==> src/rtl/multiword_add_sequencer.sv <==
// multiword_add_sequencer
//
// Purpose: serialises a wide addition onto a narrow 4-bit combinational adder
// that sits directly downstream. Two W-bit operands (W = 4*WORDS) are accepted
// over a valid/ready handshake. One nibble per cycle is presented to the
// external adder, least-significant first, with the carry chained through a
// register. The full sum and final carry are returned over a second
// valid/ready handshake.
//
// Optional feature: define SEQ_ADD_SUB_EN to add the in_sub port. When in_sub
// is set at accept, B is stored inverted and the carry register is seeded with
// 1, so the result is A - B modulo 2^W and out_cout = 1 means "no borrow".
//
// Ports:
//   clk, rst          clock (rising edge), synchronous active-high reset
//   in_valid/in_ready request handshake
//   in_a, in_b        W-bit operands
//   in_cin            carry into slice 0
//   in_sub            subtract request (only with SEQ_ADD_SUB_EN)
//   add_a/add_b       4-bit slices driven to the external adder (0 outside RUN)
//   add_cin           carry driven to the external adder (0 outside RUN)
//   add_sum/add_cout  combinational return from the external adder
//   out_valid/out_ready result handshake
//   out_sum, out_cout registered W-bit sum and carry out of the top slice

module multiword_add_sequencer #(
    parameter int WORDS = 4,
    localparam int W = 4 * WORDS
) (
    input  logic         clk,
    input  logic         rst,
    input  logic         in_valid,
    output logic         in_ready,
    input  logic [W-1:0] in_a,
    input  logic [W-1:0] in_b,
    input  logic         in_cin,
`ifdef SEQ_ADD_SUB_EN
    input  logic         in_sub,
`endif
    output logic [3:0]   add_a,
    output logic [3:0]   add_b,
    output logic         add_cin,
    input  logic [3:0]   add_sum,
    input  logic         add_cout,
    output logic         out_valid,
    input  logic         out_ready,
    output logic [W-1:0] out_sum,
    output logic         out_cout
);

    // Slice index needs at least one bit even when there is a single slice.
    localparam int IDX_W = (WORDS > 1) ? $clog2(WORDS) : 1;
    localparam logic [IDX_W-1:0] LAST_IDX = IDX_W'(WORDS - 1);

    typedef enum logic [1:0] {
        IDLE,
        RUN,
        DONE
    } state_t;

    state_t           state_q, state_d;
    logic [IDX_W-1:0] idx_q, idx_d;
    logic             carry_q, carry_d;
    logic [W-1:0]     a_q, a_d;
    logic [W-1:0]     b_q, b_d;
    logic [W-1:0]     res_q, res_d;
    logic [W-1:0]     out_sum_q, out_sum_d;
    logic             out_cout_q, out_cout_d;

    // State and datapath registers. Reset discards any operation in flight.
    always_ff @(posedge clk) begin
        if (rst) begin
            state_q    <= IDLE;
            idx_q      <= '0;
            carry_q    <= 1'b0;
            a_q        <= '0;
            b_q        <= '0;
            res_q      <= '0;
            out_sum_q  <= '0;
            out_cout_q <= 1'b0;
        end else begin
            state_q    <= state_d;
            idx_q      <= idx_d;
            carry_q    <= carry_d;
            a_q        <= a_d;
            b_q        <= b_d;
            res_q      <= res_d;
            out_sum_q  <= out_sum_d;
            out_cout_q <= out_cout_d;
        end
    end

    // Next-state and output logic. The adder path is purely combinational:
    // the current slice leaves via add_a/add_b/add_cin and its sum comes back
    // within the same cycle to be captured at the next edge.
    always_comb begin
        state_d    = state_q;
        idx_d      = idx_q;
        carry_d    = carry_q;
        a_d        = a_q;
        b_d        = b_q;
        res_d      = res_q;
        out_sum_d  = out_sum_q;
        out_cout_d = out_cout_q;
        in_ready   = 1'b0;
        out_valid  = 1'b0;
        add_a      = 4'h0;
        add_b      = 4'h0;
        add_cin    = 1'b0;

        case (state_q)
            IDLE: begin
                in_ready = 1'b1;
                if (in_valid) begin
                    a_d     = in_a;
                    b_d     = in_b;
                    carry_d = in_cin;
`ifdef SEQ_ADD_SUB_EN
                    // Two's-complement subtract: A + ~B + 1.
                    if (in_sub) begin
                        b_d     = ~in_b;
                        carry_d = 1'b1;
                    end
`endif
                    res_d   = '0;
                    idx_d   = '0;
                    state_d = RUN;
                end
            end

            RUN: begin
                add_a   = a_q[{idx_q, 2'b00} +: 4];
                add_b   = b_q[{idx_q, 2'b00} +: 4];
                add_cin = carry_q;
                res_d[{idx_q, 2'b00} +: 4] = add_sum;
                carry_d = add_cout;
                if (idx_q == LAST_IDX) begin
                    // res_d already holds the top slice, so the visible
                    // result only ever changes on the edge into DONE.
                    out_sum_d  = res_d;
                    out_cout_d = add_cout;
                    idx_d      = '0;
                    state_d    = DONE;
                end else begin
                    idx_d = idx_q + 1'b1;
                end
            end

            DONE: begin
                out_valid = 1'b1;
                if (out_ready) begin
                    state_d = IDLE;
                end
            end

            default: begin
                state_d = IDLE;
            end
        endcase
    end

    assign out_sum  = out_sum_q;
    assign out_cout = out_cout_q;

endmodule

==> config.mk <==
export PLATFORM = sky130hd
export DESIGN_NAME = multiword_add_sequencer
export DESIGN_NICKNAME = d
export VERILOG_FILES = /design/src/rtl/multiword_add_sequencer.sv
export SDC_FILE = /design/constraint.sdc
export NUM_CORES = 1
export LEC_CHECK = 0
export ABC_AREA = 0
export CAP_MARGIN = 20
export CORE_MARGIN = 10
export CORE_UTILIZATION = 50
export DETAILED_ROUTE_END_ITERATION = 16
export PLACE_DENSITY = 0.79
export SLEW_MARGIN = 20
export SYNTH_ARGS = -nofsm -noshare
export SYNTH_HDL_FRONTEND = slang
export SYNTH_SLANG_ARGS = --single-unit
==> constraint.sdc <==
create_clock -name clk -period 2.4 [get_ports clk]
set_input_delay 0.48 -clock clk [delete_from_list [all_inputs] [get_ports clk]]
set_output_delay 0.48 -clock clk [all_outputs]
set_load 0.005 [all_outputs]
==> results of run 1 <==
-- layer usage --
layer	routed length [µm]	global-route usage
met3	477	0.0360
met2	3940	0.262
met4	116	0.0717
met1	3290	0.185
met5	0	0
-- state kept, by name (all words and copies together), names as in the netlist --
register  count
out_sum      16
state_q       2
idx_q         2
b_q          16
a_q          16
carry_q       1
out_cout      1
res_q        16
-- final timing paths --
check	cells after the start	end	slack, ns	start
hold reg to reg	2	b_q[7]	0.46	b_q[7]
hold / removal	2	b_q[7]	0.46	b_q[7]
setup reg to reg	7	res_q[11]	0.31	idx_q[0]
setup / recovery	4	add_b[3]	0.15	idx_q[0]
-- power groups by stage --
stage	clock network (W)	registers (W)	logic (W)
after global placement	0	0.00125	0.000307
after detailed placement	0	0.00125	0.000315
final	0.00102	0.00123	0.000318
after global routing	0.00108	0.00123	0.000350
after floorplan	0	0.00125	0.000195
after CTS	0.00103	0.00122	0.000320
-- per-stage QoR --
stage / power (W) / hold slack, ns
after floorplan: 0.00144 / 0.432
after global placement: 0.00155 / 0.440
after detailed placement: 0.00157 / 0.445
after CTS: 0.00258 / 0.455
after global routing: 0.00266 / 0.473
final: 0.00256 / 0.456
-- layout make-up --
| cell class | count | area (µm²) | area share |
|---|---|---|---|
| clock buffer | 9 | 124 | 0.0301 |
| clock inverter | 7 | 88.8 | 0.0216 |
| inverter | 6 | 22.5 | 0.00548 |
| multi-input combinational | 240 | 1600 | 0.389 |
| sequential | 70 | 1400 | 0.341 |
| tap | 75 | 93.8 | 0.0228 |
| timing repair buffer | 80 | 781 | 0.190 |
-- cells by family (layout without fill, tap and decap cells) --
kind of cell,after synthesis,in the layout,synth area share
AO/OA/AOI/OAI,79,79,0.179
AND/OR/NAND/NOR,142,142,0.222
adder cells (fa/ha/maj),6,6,0.0236
buffers and inverters,35,102,0.0579
multiplexers,13,13,0.0764
flip-flops,70,70,0.441
-- worst register-to-register path, stage by stage, from the launching register on --
cell and delay [ns]:
dfxtp_2 0.34, buf_6 0.13, buf_4 0.18, inv_2 0.07
ha_1 0.34, nor4b_2 0.50, and2_1 0.29, a32o_1 0.19
-- cell usage after synthesis, drive strengths merged --
library cell	count	share of area
nand2	72	0.085
dfxtp	70	0.44
a21oi	42	0.067
buf	22	0.043
nor2	21	0.025
a32o	12	0.038
nand3	11	0.024
and2	10	0.020
nand2b	10	0.020
a311oi	8	0.030
mux4	8	0.059
clkbuf	7	0.0083
ha	6	0.024
a221oi	5	0.014
inv	5	0.0059
nor3	5	0.0079
a211oi	4	0.0094
mux2	4	0.014
nor2b	4	0.0079
o2bb2ai	4	0.011
nor3b	3	0.012
and4bb	2	0.0091
a22oi	1	0.0024
a32oi	1	0.0028
and3b	1	0.0028
clkinv	1	0.0012
mux2i	1	0.0031
nand3b	1	0.0024
nor4b	1	0.0047
o21a	1	0.0024
o21bai	1	0.0024
or3b	1	0.0028
-- repair_timing --
item	in CTS	in global routing
endpoints found under the setup margin	8	4
gates cloned	0	0
endpoints found under the hold margin	0	0
pin swaps	0	0
buffers inserted	1	0
resized for setup	8	4
==> metrics.md, run 1 <==
| Metric | Value |
|---|---|
| Status | completed |
| Vias per cell | 5.53 |
| Final number of max-transition violations | 0 |
| Layout cells sized above 1 | 0.124 |
| Sw Pwr | 0.000618 W |
| CTS tree | yes |
| Design Area, Final | 4110 µm² |
| Pre-Repair DR Iteration Count | 4 |
| Max cap viols | 0 |
| Fin cells | 487 |
| Core Rows | 28 |
| Fin crit share | 0.938 |
| Cells after synthesis | 345 |
| Worst Max-Slew Pin Slew | 0.562 ns |
| Chip Height | 99.7 µm |
| Vias in the first global route | 2668 |
| Largest net degree at the start of global routing | 47 |
| Global route overflow | 0 |
| First-pass GRT wire length | 12900 µm |
| Clock power frac | 0.397 |
| Antenna violations before repair | 0 |
| Final GP Congestion | 0.785 |
| Leakage | 1.54 nW |
| Synth unique cells | 41 |
| Die width | 99.7 µm |
| Max_slew headroom | 0.624 |
| Root buffer cell | clkbuf_8 |
| Detailed Place HPWL | 5470 µm |
| Maximum root-to-sink buffer count | 2 |
| CTS sink count | 70 |
| All-Layer GR Usage | 0.156 |
| Required time of the critical path | 1.92 ns |
| Area of the die | 9950 µm² |
| Crit-path max cell delay | 0.54 ns |
| CP max-delay cell | mux4_1 |
| Synthesized area | 3180 µm² |
| Net Sw Frac | 0.242 |
| Seq pwr share | 0.479 |
| Most common cell after layout, fill and taps aside | nand2_1 |
| Crit path buf inv count | 2 |
| Int Power | 0.00194 W |
| H-tree levels | 3 |
| Fmax | 0.444 GHz |
| FF+latch count, synth | 70 |
| Via Count | 2694 |
| Setup TNS | 0 ns |
| Layout area overhead | 29.4% |
| Skew final | 0.00939 ns |
| Commonest cells after routing, fill and taps aside | 72 x nand2_1, 68 x dfxtp_1, 60 x clkdlybuf4s50_1 |
| CP Launch Type | register |
| Top-Level Pins | 70 |
| Crit-path leading delay family | multiplexers |
| Final nets | 455 |
| Maximum vdd drop | 0.354 mV |
| Skew-Pair Late Insertion Delay | 0.35 ns |
| Pre-CTS WS | 0.208 ns |
| ANT nets after route | 0 |
| Setup Viol. Count Final | 0 |
| Core Footprint | 6060 µm² |
| DRC Markers | 0 |
| Hold crit path type | register to register |
| Power per cell area | 622 nW/µm² |
| Final WS setup | 0.148 ns |
| Tmin final | 2.25 ns |
| Worst Path Arrival | 1.77 ns |
| Mean Syn Cell Area | 9.21 µm² |
| Synth warnings | 0 |
| Syn Nets | 393 |
| RSZ-0062 raised after global routing | no |
| Seq/Total Area, Yosys | 0.441 |
| Final hold violation count | 0 |
| Fin util | 0.679 |
| Buffers on Ports | 69 |
| Starting Density | 0.524 |
| Initial DRC Count | 132 |
| Total Wirelength | 7820 µm |
| Crit-path max FO | 5 |
| Worst-path clk slew | 0.07 ns |
| Placed insts | 470 |
| CTS Hold Bufs | 0 |
| Placed Area | 3880 µm² |
| DR WL/cell | 16.1 µm |
| Element type at the critical path end | output pin |
| Filler Cells Inserted | 499 |
| Critical-path cell list | buf_6, mux4_1, and2_1, dlygate4sd2_1 |
| Total CTS buffers | 9 |
| Comb pwr share | 0.124 |
| Worst Path Class, Setup | register to output pin |
| ANT cells | 0 |
(Power assumes the default switching activity.)
==> inputs of run 2 (changes only) <==
- GPL_TIMING_DRIVEN: not set -> 0
==> run 2 against run 1 <==
  * Global-route usage up 1.4 points
  * Flip-flop and latch count did not move
  * Power decreased by 1.5%
  * Die area did not move
  * First-iteration DRC count increased by 18%
  * Hold slack got worse by 0.00091 ns
  * Clock skew grew 0.0028 ns
  * Critical path depth is 1 higher
  * Maximum frequency decreased by 2.6%
==> metrics.md, run 2 (synthesis gave the netlist of run 1 again) <==
| Metric | Value |
|---|---|
| Status | completed |
| RSZ-0062 raised after global routing | no |
| CTS sink count | 70 |
| Fmax | 0.433 GHz |
| Global route overflow | 0 |
| Hold crit path type | register to register |
| Top-Level Pins | 70 |
| Core Rows | 28 |
| Skew-Pair Late Insertion Delay | 0.35 ns |
| Die width | 99.7 µm |
| Maximum root-to-sink buffer count | 2 |
| R2R Path Start | idx_q[0] |
| Root buffer cell | clkbuf_8 |
| Skew final | 0.0122 ns |
| Area of the die | 9950 µm² |
| Critical-path cell list | buf_4, buf_4, mux4_2, and2_1, dlygate4sd2_1 |
| Vias per cell | 5.55 |
| CP max-delay cell | mux4_2 |
| Antenna violations before repair | 0 |
| Crit-path max FO | 4 |
| Final GP Congestion | 0.817 |
| DRC Markers | 0 |
| Total Wirelength | 8270 µm |
| Final number of max-transition violations | 0 |
| Most used cell, CP | buf_4 |
| H-tree levels | 3 |
| CP endpoint | add_b[3] |
| Vias in the first global route | 2828 |
| Leakage | 1.55 nW |
| Maximum vdd drop | 0.384 mV |
| ANT nets after route | 0 |
| Max cap viols | 0 |
| Starting Density | 0.524 |
| Design Area, Final | 4200 µm² |
| DR WL/cell | 16.3 µm |
| Setup Viol. Count Final | 0 |
| Crit-path max cell delay | 0.48 ns |
| Required time of the critical path | 1.92 ns |
| All-Layer GR Usage | 0.170 |
| Worst Path Class, Setup | register to output pin |
| ANT cells | 0 |
| Layout cells sized above 1 | 0.155 |
| FF-to-FF setup slack | 0.24 ns |
| Commonest cells after routing, fill and taps aside | 72 x nand2_1, 68 x dfxtp_1, 57 x clkdlybuf4s50_1 |
| Detailed Place HPWL | 5900 µm |
| Placed Area | 3920 µm² |
| Fin crit share | 0.963 |
| Core Footprint | 6060 µm² |
| Worst-path clk slew | 0.07 ns |
| CP Launch Type | register |
| Pre-Repair DR Iteration Count | 4 |
| Worst Max-Slew Pin Slew | 0.506 ns |
| First-pass GRT wire length | 13900 µm |
| Worst Path Arrival | 1.83 ns |
| Buffers on Ports | 65 |
| Final nets | 475 |
| Largest net degree at the start of global routing | 13 |
| Most common cell after layout, fill and taps aside | nand2_1 |
| Max_slew headroom | 0.663 |
| CTS Hold Bufs | 0 |
| Final hold violation count | 0 |
| Element type at the critical path end | output pin |
| Total CTS buffers | 9 |
| Via Count | 2810 |
| Power Total | 0.00252 W |
| Layout area overhead | 32.1% |
| CTS tree | yes |
| Tmin final | 2.31 ns |
| R2R Path End | out_sum[2] |
| Worst Reg2Reg Path Length in Cells | 9 |
| Fin util | 0.693 |
| Power per cell area | 600 nW/µm² |
| Initial DRC Count | 156 |
| Chip Height | 99.7 µm |
| Crit path launch | idx_q[0] |
## run 2: changes by cell type in the layout (fill, tap and decap cells not counted), moves of 3 or more
| cell | delta |
|---|---|
| dlymetal6s2s_1 | -3 |
| dlygate4sd2_1 | +3 |
| clkbuf_1 | +5 |
| clkbuf_8 | +3 |
| clkinvlp_4 | +4 |
| clkdlybuf4s50_1 | -3 |
| buf_2 | +13 |
| clkinv_2 | -4 |
## run 2: timing repair
item | CTS | global route
resized for setup | 19 | 4
setup endpoints to repair | 20 | 2
cloned | 0 | 0
buffers inserted | 5 | 1
## run 2: how the worst min path moves through the flow
| stage | start | to | depth (start not counted) |
|---|---|---|---|
| detailed placement | b_q[10] | b_q[10] | 2 |
| finish | a_q[5] | a_q[5] | 2 |
| CTS | b_q[10] | b_q[10] | 2 |
| global route | a_q[7] | a_q[7] | 2 |
| global placement | res_q[10] | res_q[10] | 1 |
| floorplan | a_q[7] | a_q[7] | 2 |
## run 2: cell type report
type | count | area, µm²
plain buffers | 29 | 196
clock buffers | 10 | 138
clock inverters | 5 | 60.1
fillers | 499 | 1860
inverters | 6 | 22.5
multi-input cells | 240 | 1590
flip-flops and latches | 70 | 1410
well taps | 75 | 93.8
repair buffers | 71 | 689
## run 2: stage by stage
| stage | hold slack (ns) | TNS [ns] | setup WS [ns] | std cells |
|---|---|---|---|---|
| 4_1_cts | 0.455 | 0 | 0.0120 | 505 |
| 5_1_grt | 0.482 | 0 | 0.0335 | 506 |
| 6_report | 0.455 | 0 | 0.0891 | 506 |
| 3_5_place_dp | 0.443 | -0.0825 | -0.0378 | 485 |
| 2_1_floorplan | 0.432 | 0 | 0.443 | 345 |
| 3_3_place_gp | 0.438 | -0.000744 | -0.000744 | 485 |
## run 2: routing by layer
layer  share of wire  routed length [µm]  track usage
met1            0.42                3450        0.201
met2            0.50                4100        0.285
met3           0.073                 606       0.0367
met4           0.014                 113       0.0827
met5               0                   0            0
## run 2: critical path: cells and delay by family (launching register included)
family,cells,cell delay (ns)
buf+inv,3,0.48
flops,1,0.38
mux,1,0.48
simple gates,1,0.16
## run 2: where the power goes
part	switching, W	internal, W
clock	0.000449	0.000502
combinational	0.000168	0.000174
sequential	0.0000239	0.00120
